===== src/rtl/mc_nvram_backup_if.sv =====
// Host image-transfer (ioctl) and SDRAM port signals of the cart NVRAM backup engine.
// slave is the engine's view; master is the host/memory side that drives it.
interface mc_nvram_backup_if;
    logic        ioctl_download;
    logic        ioctl_upload;
    logic        ioctl_wr;
    logic        ioctl_rd;
    logic [12:0] ioctl_addr;
    logic [7:0]  ioctl_din;
    logic [7:0]  ioctl_dout;
    logic        ioctl_wait;
    logic [22:0] mem_addr;
    logic [7:0]  mem_dout;
    logic [7:0]  mem_din;
    logic        mem_we;
    logic        mem_req;
    logic        mem_ack;

    modport slave (
        input  ioctl_download, ioctl_upload, ioctl_wr, ioctl_rd, ioctl_addr, ioctl_din,
        input  mem_din, mem_ack,
        output ioctl_dout, ioctl_wait, mem_addr, mem_dout, mem_we, mem_req
    );

    modport master (
        output ioctl_download, ioctl_upload, ioctl_wr, ioctl_rd, ioctl_addr, ioctl_din,
        output mem_din, mem_ack,
        input  ioctl_dout, ioctl_wait, mem_addr, mem_dout, mem_we, mem_req
    );
endinterface


===== src/rtl/mc_nvram_backup.sv =====
// Moves the 8 KB cart NVRAM image between the host ioctl port and SDRAM,
// unmangling file offsets into the cart address space, with an ack timeout.
module mc_nvram_backup #(
    parameter logic [22:0] BASE    = 23'h400000,
    parameter int unsigned TIMEOUT = 255
) (
    input  logic              clk,
    input  logic              reset,
    mc_nvram_backup_if.slave  bus,
    output logic              busy,
    output logic              error
);
    typedef enum logic [1:0] {S_IDLE, S_WR_REQ, S_RD_REQ, S_RD_HOLD} state_t;

    state_t      r_state;
    logic [22:0] r_mem_addr;
    logic [7:0]  r_mem_dout;
    logic        r_mem_we;
    logic        r_mem_req;
    logic [7:0]  r_ioctl_dout;
    logic        r_busy;
    logic        r_error;
    logic [7:0]  r_cnt;
    logic        r_dl_q;
    logic        r_ul_q;

    logic        w_f_lo;
    logic        w_f_hi;
    logic        w_mapped;
    logic [22:0] w_addr;
    logic [7:0]  w_cnt_inc;
    logic        w_timeout;
    logic        w_flag_rise;
    logic        w_do_wr;
    logic        w_do_rd;

    // Offsets 0x0400-0x0FFF sit at BASE+f; 0x1800-0x1FFF land in the VIC 0x9800 window.
    assign w_f_lo   = ~bus.ioctl_addr[12] & (bus.ioctl_addr[11:10] != 2'b00);
    assign w_f_hi   = bus.ioctl_addr[12] & bus.ioctl_addr[11];
    assign w_mapped = w_f_lo | w_f_hi;
    assign w_addr   = BASE + 23'(bus.ioctl_addr) + (w_f_hi ? 23'h008000 : 23'h000000);

    assign w_cnt_inc   = (r_cnt == 8'hFF) ? 8'hFF : r_cnt + 8'd1;
    assign w_timeout   = 32'(w_cnt_inc) >= TIMEOUT;
    assign w_flag_rise = (bus.ioctl_download & ~r_dl_q) | (bus.ioctl_upload & ~r_ul_q);
    assign w_do_wr     = bus.ioctl_download & bus.ioctl_wr;
    assign w_do_rd     = bus.ioctl_upload & bus.ioctl_rd & ~bus.ioctl_download;

    always_ff @(posedge clk) begin
        if (reset) begin
            r_state      <= S_IDLE;
            r_mem_addr   <= '0;
            r_mem_dout   <= '0;
            r_mem_we     <= 1'b0;
            r_mem_req    <= 1'b0;
            r_ioctl_dout <= 8'hFF;
            r_busy       <= 1'b0;
            r_error      <= 1'b0;
            r_cnt        <= '0;
            r_dl_q       <= 1'b0;
            r_ul_q       <= 1'b0;
        end else begin
            r_dl_q <= bus.ioctl_download;
            r_ul_q <= bus.ioctl_upload;
            if (w_flag_rise) r_error <= 1'b0;

            case (r_state)
                S_IDLE: begin
                    if (w_do_wr) begin
                        if (w_mapped) begin
                            r_state    <= S_WR_REQ;
                            r_mem_addr <= w_addr;
                            r_mem_dout <= bus.ioctl_din;
                            r_mem_we   <= 1'b1;
                            r_mem_req  <= 1'b1;
                            r_busy     <= 1'b1;
                            r_cnt      <= '0;
                        end
                    end else if (w_do_rd) begin
                        if (w_mapped) begin
                            r_state    <= S_RD_REQ;
                            r_mem_addr <= w_addr;
                            r_mem_we   <= 1'b0;
                            r_mem_req  <= 1'b1;
                            r_busy     <= 1'b1;
                            r_cnt      <= '0;
                        end else begin
                            r_ioctl_dout <= 8'hFF;
                        end
                    end
                end
                S_WR_REQ, S_RD_REQ: begin
                    if (bus.mem_ack) begin
                        r_mem_req <= 1'b0;
                        if (r_state == S_RD_REQ) begin
                            r_ioctl_dout <= bus.mem_din;
                            r_state      <= S_RD_HOLD;
                        end else begin
                            r_busy  <= 1'b0;
                            r_state <= S_IDLE;
                        end
                    end else begin
                        r_cnt <= w_cnt_inc;
                        // Abandon the access; ioctl_dout keeps its previous byte.
                        if (w_timeout) begin
                            r_mem_req <= 1'b0;
                            r_busy    <= 1'b0;
                            r_error   <= 1'b1;
                            r_state   <= S_IDLE;
                        end
                    end
                end
                S_RD_HOLD: begin
                    r_busy  <= 1'b0;
                    r_state <= S_IDLE;
                end
                default: begin
                    r_busy  <= 1'b0;
                    r_state <= S_IDLE;
                end
            endcase
        end
    end

    assign bus.mem_addr   = r_mem_addr;
    assign bus.mem_dout   = r_mem_dout;
    assign bus.mem_we     = r_mem_we;
    assign bus.mem_req    = r_mem_req;
    assign bus.ioctl_dout = r_ioctl_dout;
    assign bus.ioctl_wait = r_busy;
    assign busy           = r_busy;
    assign error          = r_error;
endmodule


===== src/flat_wrapper.sv =====
// flat-port wrapper written by rule: the top's interface ports become plain ports
module mc_nvram_backup_flat 
#(
    parameter logic [22:0] BASE    = 23'h400000,
    parameter int unsigned TIMEOUT = 255
)
  (clk, reset, busy, error, bus_ioctl_download, bus_ioctl_upload, bus_ioctl_wr, bus_ioctl_rd, bus_ioctl_addr, bus_ioctl_din, bus_mem_din, bus_mem_ack, bus_ioctl_dout, bus_ioctl_wait, bus_mem_addr, bus_mem_dout, bus_mem_we, bus_mem_req);
  mc_nvram_backup_if bus_i ();
  input  logic clk;
  input  logic reset;
  output logic busy;
  output logic error;
  input wire logic [$bits(bus_i.ioctl_download)-1:0] bus_ioctl_download;
  input wire logic [$bits(bus_i.ioctl_upload)-1:0] bus_ioctl_upload;
  input wire logic [$bits(bus_i.ioctl_wr)-1:0] bus_ioctl_wr;
  input wire logic [$bits(bus_i.ioctl_rd)-1:0] bus_ioctl_rd;
  input wire logic [$bits(bus_i.ioctl_addr)-1:0] bus_ioctl_addr;
  input wire logic [$bits(bus_i.ioctl_din)-1:0] bus_ioctl_din;
  input wire logic [$bits(bus_i.mem_din)-1:0] bus_mem_din;
  input wire logic [$bits(bus_i.mem_ack)-1:0] bus_mem_ack;
  output wire logic [$bits(bus_i.ioctl_dout)-1:0] bus_ioctl_dout;
  output wire logic [$bits(bus_i.ioctl_wait)-1:0] bus_ioctl_wait;
  output wire logic [$bits(bus_i.mem_addr)-1:0] bus_mem_addr;
  output wire logic [$bits(bus_i.mem_dout)-1:0] bus_mem_dout;
  output wire logic [$bits(bus_i.mem_we)-1:0] bus_mem_we;
  output wire logic [$bits(bus_i.mem_req)-1:0] bus_mem_req;
  assign bus_i.ioctl_download = bus_ioctl_download;
  assign bus_i.ioctl_upload = bus_ioctl_upload;
  assign bus_i.ioctl_wr = bus_ioctl_wr;
  assign bus_i.ioctl_rd = bus_ioctl_rd;
  assign bus_i.ioctl_addr = bus_ioctl_addr;
  assign bus_i.ioctl_din = bus_ioctl_din;
  assign bus_i.mem_din = bus_mem_din;
  assign bus_i.mem_ack = bus_mem_ack;
  assign bus_ioctl_dout = bus_i.ioctl_dout;
  assign bus_ioctl_wait = bus_i.ioctl_wait;
  assign bus_mem_addr = bus_i.mem_addr;
  assign bus_mem_dout = bus_i.mem_dout;
  assign bus_mem_we = bus_i.mem_we;
  assign bus_mem_req = bus_i.mem_req;
  mc_nvram_backup #(.BASE(BASE), .TIMEOUT(TIMEOUT)) u_core (.clk(clk), .reset(reset), .bus(bus_i), .busy(busy), .error(error));
endmodule

===== config.mk =====
export PLATFORM = sky130hd
export DESIGN_NAME = mc_nvram_backup_flat
export DESIGN_NICKNAME = d
export VERILOG_FILES = /design/src/rtl/mc_nvram_backup_if.sv /design/src/rtl/mc_nvram_backup.sv /design/src/flat_wrapper.sv
export SDC_FILE = /design/constraint.sdc
export NUM_CORES = 1
export LEC_CHECK = 0
export ABC_AREA = 0
export ABC_CLOCK_PERIOD_IN_PS = 1700
export CAP_MARGIN = 20
export CORE_UTILIZATION = 40
export CTS_CLUSTER_DIAMETER = 80
export DETAILED_ROUTE_END_ITERATION = 8
export PLACE_DENSITY = 0.85
export SYNTH_ARGS = -nofsm -noshare
export SYNTH_HDL_FRONTEND = slang
export SYNTH_SLANG_ARGS = --single-unit

===== constraint.sdc =====
create_clock -name clk -period 1.7 [get_ports clk]
set_input_delay 0.17 -clock clk [delete_from_list [all_inputs] [get_ports clk]]
set_output_delay 0.17 -clock clk [all_outputs]
set_load 0.02 [all_outputs]

[Word-level counts from Yosys, hierarchy flattened]
Index checks and enable logic that the tools add are counted.
Widths: inputs -> output; s select.
Word-level totals
  register bits: 55
Cells by class
  $add $sub $neg: 3
  order comparisons: 1
  eq/ne operators: 14
  muxes and demuxes: 44
  bitwise logic cells: 13
  reductions and logical operators: 13
Operator list (number)
  $mux 8: 10
  $mux 23: 3
  $pmux 8 s2: 2
  $add 23x13->23 const A: 1
  $add 23x23->23: 1
  $mux 1: 18
  $reduce_and 3->1: 6
  $mux 16: 1
  $mux 2: 7
  $add 8x1->8 const B: 1
  $eq 8x8->1 const B: 1
  $ge 8x8->1 const B: 1
  $ne 2x2->1 const B: 4
  $and 1x1->1: 7
  $ne 2x1->1 const B: 3
  $pmux 2 s3: 1
  $reduce_and 6->1: 1
  $reduce_bool 2->1: 3
  $eq 2x2->1 const B: 2
  $not 1->1: 4
  $ne 3x1->1 const B: 1
  $ne 3x2->1 const B: 1
  $ne 3x3->1 const B: 1
  $pmux 1 s3: 1
  other kinds (6): 7

[Logic depth before layout (Yosys ltp)]
  depth after elaboration: 7
  gate-level depth with buffers: 7
  gate-level depth less buffers: 7

[Least setup slack after synthesis]
OpenSTA, ideal clock, no wires.
  kind: register -> register
  from: reg u_core.r_cnt[0]
  to: reg u_core.r_state[0]
  setup time: 142 ps
  arrival: 1674 ps
  required time: 1558 ps
  setup slack: -116 ps
  stages on the path, launching flop included: 8
  clock period less this slack: 1816 ps
  cell sequence: dfxtp_1 > ha_1 > and3_1 > buf_4 > a22oi_2 > a311oi_4 > nand2b_1 > a221oi_1
On the way
  word-level cells in the longest chain between the ends: 5
  elaborated cells on any way between the ends: 6
Ends and longest elaborated chain
  start, declared: RTL line mc_nvram_backup.sv:23  | logic [7:0] r_cnt;
  start signal, assigned: RTL line mc_nvram_backup.sv:103  | r_cnt <= w_cnt_inc;
  $add 8x1->8 / $eq 8x8->1 (equally long branches): RTL line mc_nvram_backup.sv:43  | assign w_cnt_inc = (r_cnt == 8'hFF) ? 8'hFF : r_cnt + 8'd1;
  $mux 8 (*): RTL line mc_nvram_backup.sv:43
  $ge 8x8->1 (*): RTL line mc_nvram_backup.sv:44  | assign w_timeout = 32'(w_cnt_inc) >= TIMEOUT;
  $ne 3x2->1 (no line) (*)
  $reduce_and 3->1 (no line) (*)
  end signal, assigned: RTL line mc_nvram_backup.sv:51  | r_state <= S_IDLE;
  end signal, assigned: RTL line mc_nvram_backup.sv:71  | r_state <= S_WR_REQ;
  end signal, assigned: RTL line mc_nvram_backup.sv:81  | r_state <= S_RD_REQ;
  end, declared: RTL line mc_nvram_backup.sv:15  | state_t r_state;
Mark *: on every way between the ends. The rest lies on a longest branch, timed or not.
A chain may end at the register's enable or synchronous reset.

[Worst setup path after layout]
  from: reg u_core.r_cnt[1]
  to: reg u_core.r_state[1]
The elaborated chain is that of the path after synthesis.

==> out/summary.txt <==
status: finished, violations left
failing checks: setup timing
worst hold start: bus_ioctl_download
initial drt markers: 130
clock-pin slew on the worst setup and hold paths: 0.09 ns
Rows: 26
CTS root buf: clkbuf_8
Tmin final: 1.77 ns
clk sinks: 47
Die ar.: 5920 um^2
GPL Wtd Cong: 0.851
Port Buf Inserts: 71
R2R depth: 7
flop-to-flop setup slack: -0.07 ns
flip-flop and latch count after synthesis: 47
Arrival @ worst endpoint: 1.95 ns
DR pass1 iterations: 4
drt drc: 0
Startpoint Class: register
vias in the first global route: 2269
final cycle utilization of the critical path: 104%
Worst VDD drop: 0.000702 V
H-tree depth: 2
Crit path required time: 1.89 ns
layout cells sized above 1: 25.6%
Core Box Area: 5270 um^2
cells after synthesis: 261
Setup CP Type: register to register
worst-path fanout max: 5
sequential element share of the synthesized area: 41.9%
GRT Total Usage: 21.1%
antenna violations before repair: 0
Synth Area per Inst: 8.61 um^2
most frequent cells after synthesis: dfxtp_1 (47), a21oi_1 (36), nand2_1 (35)
total CTS buffers: 5
hpwl dp: 4.12 mm
Final WS setup: -0.0672 ns
worst hold path stage count: 2
leakage: 1.48 nW
Area Overhead vs Synth: 60.4%
largest net degree at the start of global routing: 48
CP endpoint kind: register
WL/cell: 14.3 um
fmax: 566 MHz
initial core utilization: 42.6%
clk buf depth: 2
Antenna Diode Count: 0
fin nets: 408
Worst Hold Class: primary input to register
CTS tree: yes
Synth Flop Type: dfxtp_1
Vias: 2276
ANT nets after route: 0
Clk Latency, worst-skew pair: 0.30 ns
Final setup violation count: 4
synth top area cells: dfxtp_1 (42%), a21oi_1 (8.0%), nand2_1 (5.8%), buf_4 (3.7%), mux2i_1 (3.6%)
number of synthesized flops with an enable pin: 0
max-cap violations: 0
Slew Limit Fails: 0
Die Span X: 77.0 um
grt total ovfl: 0
Routed WL: 6.27 mm
reg-to-reg startpoint: u_core.r_cnt[1]
Hold Fails Final Rpt: 0
Yosys top cell by area: dfxtp_1
Mapped Area: 2250 um^2
FF-to-FF End: u_core.r_state[1]
most frequent cell after synthesis: dfxtp_1
Distinct cells, synth: 45
first-pass GRT wire length: 10.1 mm
Synth top area share: 41.9%
Async SR Flop Fraction: 0%
Vias per Instance: 5.21
unrepaired setup endpoints after global routing: yes
utilization after layout: 68.4%
Pwr Density: 1130 nW/um^2
number of synthesis warnings: 0
Tot Pwr: 4.06 mW
Ports: 80
final worst clock skew: 0.00382 ns
Hold Path End: u_core.r_dl_q
Die H: 77.0 um
==> what timing repair did <==
item                                    CTS  global route
cloned                                    1             0
gates resized for setup                   8            28
pin swaps                                 3            11
hold buffers                              0             0
endpoints found under the setup margin   12            34
setup buffers                             1             3
==> power breakdown <==
part	leakage, nW	switching (mW)	internal (mW)
clock	0.0612	0.378	0.476
combinational	1.03	0.958	0.945
sequential	0.386	0.0781	1.23
==> layer usage <==
| metal | global-route usage [%] | part of all wire [%] |
|---|---|---|
| met1 | 23.6 | 41 |
| met2 | 37.0 | 50 |
| met3 | 6.79 | 7.1 |
| met4 | 8.08 | 1.5 |
| met5 | 0 | 0 |
==> worst max-delay path, cell delays in order, from the launching register on <==
cell and delay (ns):
dfxtp_4 0.37, ha_4 0.26, and4b_1 0.21, a22oi_2 0.07, a311oi_4 0.34, buf_4 0.18
nand2b_4 0.15, a221oi_2 0.07
==> cell families (layout without fill, tap and decap cells) <==
family,count (synthesis),after routing,synth area share [%]
buffers and inverters,31,130,7.29
and+or+nand+nor,93,93,21.5
other,1,8,0.167
adders and majority gates,6,6,3.34
DFF,47,47,41.9
xor gates and xnor gates,1,1,0.390
muxes,8,8,3.56
AOI/OAI and AO/OA,74,74,21.9
==> final cells by class <==
type / instances / area [um^2]
multi-input combinational: 190 / 1350
tap: 70 / 87.6
timing repair buffer: 114 / 1060
sequential: 47 / 953
clock inverter: 2 / 35.0
clock buffer: 6 / 82.6
fill: 417 / 1670
inverter: 8 / 35.0
==> metrics by stage <==
step / hold slack (ns) / instance area [um^2] / TNS [ns] / instances / setup slack [ns]
floorplan: 0.298 / 2350 / -0.216 / 268 / -0.0439
global placement: 0.441 / 3310 / -1.57 / 424 / -0.0773
detailed placement: 0.446 / 3310 / -4.30 / 424 / -0.148
CTS: 0.412 / 3460 / -0.174 / 434 / -0.0424
global route: 0.282 / 3600 / -0.457 / 437 / -0.110
finish: 0.276 / 3600 / -0.255 / 437 / -0.0672
==> how the worst max path moves through the flow <==
stage / from / end / slack (ns) / depth (start not counted)
after floorplan: u_core.r_state[0] / u_core.bus.ioctl_dout[0] / -0.04 / 7
after global placement: bus_ioctl_addr[10] / u_core.bus.mem_addr[12] / -0.08 / 8
after detailed placement: bus_ioctl_addr[10] / u_core.bus.mem_addr[6] / -0.15 / 8
after CTS: u_core.r_cnt[0] / u_core.bus.mem_req / -0.04 / 6
after global routing: u_core.r_cnt[0] / u_core.r_state[1] / -0.11 / 6
final: u_core.r_cnt[1] / u_core.r_state[1] / -0.07 / 7
==> sequential cells by signal, summed over array words and instances, names as in the netlist <==
name                   count
u_core.bus.ioctl_dout      8
u_core.bus.ioctl_wait      1
u_core.bus.mem_addr       15
u_core.bus.mem_dout        8
u_core.bus.mem_req         1
u_core.bus.mem_we          1
u_core.error               1
u_core.r_cnt               8
u_core.r_dl_q              1
u_core.r_state             2
u_core.r_ul_q              1
==> placed cells by master (no fill, tap or decap), types with 2 or more instances in the layout <==
cell type,synthesis,layout
a21oi_1,36,33
a21oi_2,0,2
a221oi_2,2,4
and2_1,4,4
and2b_1,2,2
and3_1,5,5
buf_4,11,39
buf_6,0,3
clkbuf_8,0,6
clkdlybuf4s50_1,0,70
conb_1,1,8
dfxtp_1,47,41
dfxtp_2,0,4
dfxtp_4,0,2
ha_1,6,3
ha_4,0,3
inv_1,8,6
inv_4,0,2
mux2i_1,8,8
nand2_1,35,35
nand2b_4,0,2
nand3_1,4,4
nor2_1,14,14
nor2b_1,5,3
nor2b_2,0,2
nor3_1,5,3
nor3_2,1,2
nor3b_2,0,7
o211ai_1,2,2
o21ai_0,11,10
o21bai_1,8,8
Power figures use the tool's default switching activity.
